===== src/rtl/fetch_pkg.sv =====
// Shared types and constants for the instruction fetch stage.
package fetch_pkg;

    localparam int          XLEN      = 32;
    localparam logic [31:0] NOP_INSTR = 32'h0000_0013;

    typedef enum logic {
        REQ  = 1'b0,
        WAIT = 1'b1
    } fetch_state_e;

    typedef struct packed {
        logic [XLEN-1:0] pc;
        logic [31:0]     instr;
        logic            misaligned;
    } fetch_entry_t;

    function automatic logic [XLEN-1:0] align_word(input logic [XLEN-1:0] pc);
        return {pc[XLEN-1:2], 2'b00};
    endfunction

endpackage


===== src/rtl/fetch_buffer.sv =====
// Small synchronous FIFO of fetch entries between the memory port and decode.
module fetch_buffer
    import fetch_pkg::*;
#(
    parameter  int DEPTH = 2,
    localparam int PTR_W = $clog2(DEPTH),
    localparam int CNT_W = PTR_W + 1
) (
    input  logic             clk,
    input  logic             rst_n,
    input  logic             push_i,
    input  logic             pop_i,
    input  logic             clear_i,
    input  fetch_entry_t     wdata_i,
    output fetch_entry_t     rdata_o,
    output logic             full_o,
    output logic             empty_o,
    output logic [CNT_W-1:0] count_o
);

    fetch_entry_t     mem_q [DEPTH];
    logic [PTR_W-1:0] wr_ptr_q;
    logic [PTR_W-1:0] rd_ptr_q;
    logic [CNT_W-1:0] count_q;

    // NOTE: sequential state uses non-blocking assignments so every register samples pre-edge values.
    always_ff @(posedge clk or negedge rst_n) begin
        if (!rst_n) begin
            wr_ptr_q <= '0;
            rd_ptr_q <= '0;
            count_q  <= '0;
        end else if (clear_i) begin
            wr_ptr_q <= '0;
            rd_ptr_q <= '0;
            count_q  <= '0;
        end else begin
            if (push_i) wr_ptr_q <= wr_ptr_q + 1'b1;
            if (pop_i)  rd_ptr_q <= rd_ptr_q + 1'b1;
            case ({push_i, pop_i})
                2'b10:   count_q <= count_q + 1'b1;
                2'b01:   count_q <= count_q - 1'b1;
                default: count_q <= count_q;
            endcase
        end
    end

    // NOTE: storage is deliberately not reset; the empty flag gates everything read from it.
    always_ff @(posedge clk) begin
        if (push_i && !clear_i) mem_q[wr_ptr_q] <= wdata_i;
    end

    assign rdata_o = mem_q[rd_ptr_q];
    assign empty_o = (count_q == '0);
    assign full_o  = (count_q == CNT_W'(DEPTH));
    assign count_o = count_q;

`ifndef SYNTHESIS
    a_no_push_full:  assert property (@(posedge clk) disable iff (!rst_n) !(push_i && full_o));
    a_no_pop_empty:  assert property (@(posedge clk) disable iff (!rst_n) !(pop_i && empty_o));
`endif

endmodule


===== src/rtl/instr_fetch_unit.sv =====
// Fetch stage: one memory request per PC value, responses buffered with their PC for decode.
module instr_fetch_unit
    import fetch_pkg::*;
#(
    parameter int BUF_DEPTH = 2
) (
    input  logic            clk,
    input  logic            rst_n,
    input  logic [XLEN-1:0] pc_current,
    input  logic            flush,
    output logic            pc_stall,
    output logic            imem_req_valid,
    input  logic            imem_req_ready,
    output logic [XLEN-1:0] imem_req_addr,
    input  logic            imem_rsp_valid,
    input  logic [31:0]     imem_rsp_data,
    output logic            if_valid,
    input  logic            if_ready,
    output logic [XLEN-1:0] if_pc,
    output logic [31:0]     if_instr,
    output logic            if_misaligned
);

    localparam int CNT_W = $clog2(BUF_DEPTH) + 1;

    fetch_state_e    state_q, state_d;
    logic            drop_q, drop_d;
    logic [XLEN-1:0] req_pc_q, req_pc_d;
    logic            req_mis_q, req_mis_d;

    logic [CNT_W-1:0] count;
    logic             full, empty, space, outstanding;
    logic             req_fire, push, pop;
    fetch_entry_t     head, wr_entry;

    // A single request can be in flight, so WAIT doubles as the outstanding count.
    assign outstanding    = (state_q == WAIT);
    assign space          = (count + CNT_W'(outstanding)) < CNT_W'(BUF_DEPTH);
    assign imem_req_valid = (state_q == REQ) && !flush && space;
    assign imem_req_addr  = align_word(pc_current);
    assign req_fire       = imem_req_valid && imem_req_ready;
    assign pc_stall       = !req_fire && !flush;

    assign push = outstanding && imem_rsp_valid && !drop_q && !flush;
    assign pop  = if_valid && if_ready && !flush;

    assign wr_entry = '{pc:         req_pc_q,
                        instr:      req_mis_q ? NOP_INSTR : imem_rsp_data,
                        misaligned: req_mis_q};

    // NOTE: every next-state signal gets a default first so no path infers a latch.
    always_comb begin
        state_d   = state_q;
        drop_d    = drop_q;
        req_pc_d  = req_pc_q;
        req_mis_d = req_mis_q;
        case (state_q)
            REQ: begin
                if (req_fire) begin
                    req_pc_d  = pc_current;
                    req_mis_d = (pc_current[1:0] != 2'b00);
                    state_d   = WAIT;
                end
            end
            WAIT: begin
                // A response landing with a flush is wrong-path work and is dropped via !flush in push.
                if (imem_rsp_valid) begin
                    drop_d  = 1'b0;
                    state_d = REQ;
                end else if (flush) begin
                    drop_d = 1'b1;
                end
            end
            default: state_d = REQ;
        endcase
    end

    always_ff @(posedge clk or negedge rst_n) begin
        if (!rst_n) begin
            state_q   <= REQ;
            drop_q    <= 1'b0;
            req_pc_q  <= '0;
            req_mis_q <= 1'b0;
        end else begin
            state_q   <= state_d;
            drop_q    <= drop_d;
            req_pc_q  <= req_pc_d;
            req_mis_q <= req_mis_d;
        end
    end

    fetch_buffer #(.DEPTH(BUF_DEPTH)) u_buf (
        .clk     (clk),
        .rst_n   (rst_n),
        .push_i  (push),
        .pop_i   (pop),
        .clear_i (flush),
        .wdata_i (wr_entry),
        .rdata_o (head),
        .full_o  (full),
        .empty_o (empty),
        .count_o (count)
    );

    assign if_valid      = !empty;
    assign if_pc         = empty ? '0 : head.pc;
    assign if_instr      = empty ? '0 : head.instr;
    assign if_misaligned = !empty && head.misaligned;

`ifndef SYNTHESIS
    a_one_outstanding: assert property (@(posedge clk) disable iff (!rst_n) !(outstanding && imem_req_valid));
    a_no_req_full:     assert property (@(posedge clk) disable iff (!rst_n) !(imem_req_valid && full));
`endif

endmodule


===== config.mk =====
export PLATFORM = sky130hd
export DESIGN_NAME = instr_fetch_unit
export DESIGN_NICKNAME = d
export VERILOG_FILES = /design/src/rtl/fetch_pkg.sv /design/src/rtl/fetch_buffer.sv /design/src/rtl/instr_fetch_unit.sv
export SDC_FILE = /design/constraint.sdc
export NUM_CORES = 1
export LEC_CHECK = 0
export BUFFER_PORTS_ARGS = -buffer_cell sky130_fd_sc_hd__buf_2
export CAP_MARGIN = 30
export CELL_PAD_IN_SITES_DETAIL_PLACEMENT = 0
export CELL_PAD_IN_SITES_GLOBAL_PLACEMENT = 1
export CORE_MARGIN = 10
export CORE_UTILIZATION = 47
export CTS_CLUSTER_SIZE = 24
export DETAILED_ROUTE_END_ITERATION = 10
export GPL_ROUTABILITY_DRIVEN = 0
export PLACE_DENSITY = 0.91
export SLEW_MARGIN = 10
export SYNTH_ARGS = -nofsm -noshare
export SYNTH_HDL_FRONTEND = slang
export SYNTH_SLANG_ARGS = --single-unit

===== constraint.sdc =====
create_clock -name clk -period 7 [get_ports clk]
set_input_delay 0.7 -clock clk [delete_from_list [all_inputs] [get_ports clk]]
set_output_delay 0.7 -clock clk [all_outputs]
set_load 0.05 [all_outputs]

# After elaboration in Yosys (flattened, before gate mapping)
# Memories as Yosys holds them, arrays and structs flattened.
# Index checks and enable logic that the tools add are counted.
dict set report classes {
  bitwise_logic 1
  muxes 16
  n_lt_le_gt_ge 1
  n_reduce_logical 23
  add_sub_neg 5
  eq_ne 2
}
# cell n
set op_table {}
lappend op_table {{$mux W32} 3}
lappend op_table {{$logic_and A1 B1 Y1} 11}
lappend op_table {{$mux W1} 10}
lappend op_table {{$reduce_bool A2 Y1} 4}
lappend op_table {{$logic_not A1 Y1} 4}
lappend op_table {{$pmux W2 S2} 1}
lappend op_table {{$reduce_and A2 Y1} 2}
lappend op_table {{$reduce_bool A3 Y1} 1}
lappend op_table {{$add A1 B1 Y1 const B} 2}
lappend op_table {{$add A2 B1 Y2} 1}
lappend op_table {{$add A2 B1 Y2 const B} 1}
lappend op_table {{$eq A2 B1 Y1 const B} 1}
lappend op_table {{$eq A2 B2 Y1 const B} 1}
lappend op_table {{$logic_not A2 Y1} 1}
lappend op_table {{$lt A2 B2 Y1 const B} 1}
lappend op_table {{$mux W2} 1}
lappend op_table {{$pmux W1 S2} 1}
lappend op_table {{$sub A2 B1 Y2 const B} 1}
lappend op_table {{$not A1 Y1} 1}
dict set report totals {
  n_memories 1
  wordCells 56
  register_bits 39
  mem_bits_rw 130
  input_bits 70
}
# memory words word_bits rd rd_ports_with_merged_regs write_ports line
set mem_list {}
lappend mem_list {u_buf.mem_q 2 65 1 0 1 fetch_buffer.sv:21} ;# fetch_entry_t mem_q [DEPTH];

# Logic depth before layout (Yosys ltp)
dict set report depth {
  ltp_word 7
  mapped_depth 5
}

# Hierarchy
# Synthesis repeated with hierarchy kept, for this count alone.
dict set report unflattened {
  cells_unflattened 446
  hier_area_um2 7313.3
}
# mod area_per_inst_um2 seq_area_each_um2 n_inst cells_per_inst
set by_module_without_submodules {}
lappend by_module_without_submodules {fetch_buffer 5063.6 4003.8 1 222}
lappend by_module_without_submodules {instr_fetch_unit 2249.7 875.8 1 224}

# Worst setup path before layout
# No wires, ideal clock.
dict set report synth_path {
  kind {input port to flip-flop}
  from {input imem_rsp_valid}
  to {memory u_buf.mem_q[0][0] (netlist name), enable pin}
  arrival_ns 3.914
  setup_ns 0.488
  cell_stages 3
  slack_ns 2.598
  cell_sequence {nand3b_1 > or2_2 > nor2_1}
}
dict set report synth_via {
  elab_chain_len 6
}
# element line
set synth_lines {}
lappend synth_lines {{start, declared} instr_fetch_unit.sv:15} ;# input logic imem_rsp_valid,
lappend synth_lines {{$logic_and A1 B1 Y1 (3 in series)} instr_fetch_unit.sv:44} ;# assign push = outstanding && imem_rsp_valid && !drop_q && !flush;
lappend synth_lines {{$logic_and A1 B1 Y1} fetch_buffer.sv:49} ;# if (push_i && !clear_i) mem_q[wr_ptr_q] <= wdata_i;
lappend synth_lines {{$mux W1} fetch_buffer.sv:49}
lappend synth_lines {{$mux W1 (implied by the code)} fetch_buffer.sv:49}
lappend synth_lines {{end, declared} fetch_buffer.sv:21}
# No other way between the ends.

# Worst setup path after layout
dict set report layout_path {
  from {register u_buf.count_q[1], in the netlist u_buf.count_o[1]}
  to {output if_instr[11]}
}
dict set report layout_via {
  elab_chain_len 2
}
# element line
set layout_lines {}
lappend layout_lines {{start, declared} fetch_buffer.sv:24} ;# logic [CNT_W-1:0] count_q;
lappend layout_lines {{start signal, assigned} fetch_buffer.sv:40} ;# 2'b10: count_q <= count_q + 1'b1;
lappend layout_lines {{start signal, assigned} fetch_buffer.sv:41} ;# 2'b01: count_q <= count_q - 1'b1;
lappend layout_lines {{start signal, assigned} fetch_buffer.sv:42} ;# default: count_q <= count_q;
lappend layout_lines {{$logic_not A2 Y1} fetch_buffer.sv:53} ;# assign empty_o = (count_q == '0);
lappend layout_lines {{$mux W32} instr_fetch_unit.sv:107} ;# assign if_instr = empty ? '0 : head.instr;
lappend layout_lines {{end, declared} instr_fetch_unit.sv:20} ;# output logic [31:0] if_instr,
# No other way between the ends.

==> run_results.csv <==
group,metric,value,unit
finish,final_common_cell,"buf_2",
sta,worstMarginPinSlew,0.705,ns
worst_hold_path,hold_class,"in -> async",
finish,drive_gt1_share,40.3,%
critical_path,cp-endpoint,"if_instr[11]",
clocking,cts_made_buffers,17,
finish,postLayoutCellArea,8380,sq um
clocking,htree_levels,4,
pwr,ir_drop,0.000168,V
place,dp_slack,4.02,ns
die,dieArea,20100,sq um
logic_synthesis,synth_fa_ha_area_share,0,%
logic_synthesis,synth_edf_count,130,
logic_synthesis,ys_warn_count,0,
place,portBuffers,167,
logic_synthesis,synth_ff_type,"edfxtp_1",
global_route,grtUsageTotal,14.3,%
clocking,cts_repair_resize_count,0,
die,fp.dieH,142,um
logic_synthesis,yosys.area_share.simple,7.83,%
critical_path,cp-start-kind,"flop",
critical_path,critPathRequiredTime,6.30,ns
run,maxCapViolCount,0,
global_route,antenna_found_initial,3,
critical_path,r2r_cells,4,
critical_path,crit_type,"reg -> out",
global_route,grt_pass1_vias,4386,
sta,setup_viol,0,
finish,fillers,1164,
logic_synthesis,synth.ff_latch_count,169,
routing,drt_iter0_drc,228,
sta,fin_tns_setup,0,ns
sta,rsz0062_at_grt,"false",
run_status,outcome,"finished clean",
clocking,clk_pin_slew_worst_paths,0.06,ns
clocking,cts_tree,"yes",
logic_synthesis,synth_compound_area_share,0.736,%
die,ios,170,
place,post_dp_cell_area,7790,sq um
die,die_w,142,um
global_route,overflow,0,
routing,drc_errors,0,
pwr,power_density,283,nW/um^2
finish,instances_no_fill,788,
clocking,cts_buffer_depth,2,
routing,vias,3886,
clocking,cts_hold_buf,0,
routing,routed_wl,14000,um
finish,area_growth,20.3,%
finish,layout_common_cells,"167 x buf_2, 130 x edfxtp_1, 70 x nor2_1, 66 x mux2i_1, 38 x dfrtp_1",
critical_path,r2r_end,"u_buf.mem_q[1][32]",
sta,timing.final.crit_share,43.6,%
routing,routed_via_density,4.93,
logic_synthesis,synthCells,450,
logic_synthesis,synth_top_family_by_area,"multiplexers",
sta,max_freq,327,MHz
die,start_util,48.0,%
sta,drv_slew,0,
logic_synthesis,ys_types,29,
logic_synthesis,async_flop_share,23.1,%
sta,period_needed,3.06,ns
routing,routedWlPerCell,17.8,um
sta,slew_headroom,52.9,%
critical_path,setup.worst_path.start,"u_buf.count_o[1]",
logic_synthesis,synth_area,6970,sq um
global_route,grt_first_pass_wirelength,22600,um
critical_path,reg2reg_from,"outstanding",
clocking,insertion_delay,0.42,ns
critical_path,r2r_slack,4.38,ns
finish,fin_nets,660,
routing,postRouteAntennaNets,0,
clocking,cts.sinks,169,
critical_path,cp.arrival,2.36,ns
logic_synthesis,synthMuxAreaShare,15.7,%
routing,dr.pass1.iters,6,
pwr,power.leakage,3.31,nW
logic_synthesis,synth-xor-area-share,0.251,%
die,core_area,14500,sq um
place,dp_cells,754,
sta,skew,0.00576,ns
die,num_rows,44,
sta,fin_ws,3.94,ns
clocking,post-cts-setup-buffers,0,
logic_synthesis,ys_seq_area_share,70.0,%
place,dp_hpwl,9960,um
global_route,grt_max_degree,45,
sta,whs,0.235,ns
critical_path,cp_max_fo,38,
logic_synthesis,synth.avg_cell_area,15.5,sq um
sta,hold_viol_final,0,
critical_path,end_kind,"primary output",
clocking,root_buffer,"clkbuf_16",
-- worst max-delay path, stage by stage, from the launching register on --
cell     delay [ns]
dfrtp_1        0.49
nor2_4         0.59
buf_4          0.49
nor2_1         0.12
buf_2          0.23
-- synthesized netlist by cell type (6+ instances only) --
| library cell | n | area share (%) |
|---|---|---|
| mux2_4 | 20 | 4.3 |
| buf_2 | 7 | 0.50 |
| mux2i_1 | 66 | 9.5 |
| dfrtp_1 | 39 | 14 |
| nor2_1 | 73 | 3.9 |
| mux2_2 | 6 | 0.97 |
| edfxtp_1 | 130 | 56 |
| clkbuf_1 | 7 | 0.38 |
| nor2b_1 | 29 | 2.6 |
| buf_4 | 32 | 3.4 |
| mux2_1 | 6 | 0.97 |
-- flip-flops by register name, summed over array words and instances (netlist names) --
signal and cells:
req_pc_q 32, u_buf.count_o 2, outstanding 1, req_mis_q 1, u_buf.rd_ptr_q 1, u_buf.wr_ptr_q 1, u_buf.mem_q 130, drop_q 1
-- per-layer routing --
metal	wire length, um	up-vias	track usage (%)
li1	-	1853	-
met1	5880	1872	16.6
met2	6740	142	23.4
met3	1230	17	5.87
met4	178	2	5.00
met5	7	-	0
-- stage by stage --
stage / power, mW / util, %
floorplan: 1.44 / -
global placement: 1.50 / 53.2
detailed placement: 1.53 / 53.6
CTS: 2.39 / 57.5
global route: 2.47 / 57.7
finish: 2.37 / 57.7
-- power by group --
group | total [mW] | leakage, nW | switching [mW] | internal, mW
clock | 0.867 | 0.278 | 0.385 | 0.482
sequential | 1.22 | 1.65 | 0.0487 | 1.17
combinational | 0.282 | 1.38 | 0.172 | 0.110
total | 2.37 | 3.31 | 0.606 | 1.76
-- layout make-up --
| class | instances | area [sq um] | share of cell area (%) |
|---|---|---|---|
| Sequential cell | 169 | 4880 | 58.3 |
| Clock buffer | 18 | 450 | 5.37 |
| Tap cell | 184 | 230 | 2.75 |
| Inverter | 4 | 15.0 | 0.179 |
| Clock inverter | 14 | 113 | 1.34 |
| Multi-Input combinational cell | 224 | 1740 | 20.8 |
| Antenna cell | 1 | 2.50 | 0.0299 |
| Timing Repair Buffer | 174 | 948 | 11.3 |
-- worst min path at each step --
stage                      from                 end  slack (ns)  cells after the start
floorplan                 rst_n              drop_q        0.40                      0
global placement    req_pc_q[1]  u_buf.mem_q[1][34]        0.45                      0
detailed placement  req_pc_q[1]  u_buf.mem_q[0][34]        0.46                      0
CTS                       rst_n        req_pc_q[15]        0.42                      1
global route              rst_n        req_pc_q[17]        0.26                      1
finish                    rst_n        req_pc_q[18]        0.24                      1
-- cells by family (layout without fill, tap and decap cells) --
logic type,Yosys count,after routing
mux,98,98
buf+inv,58,210
other cells,1,3
simple gates,114,114
compound gates,8,8
xor+xnor,2,2
flops,169,169
Power figures use the tool's default switching activity.
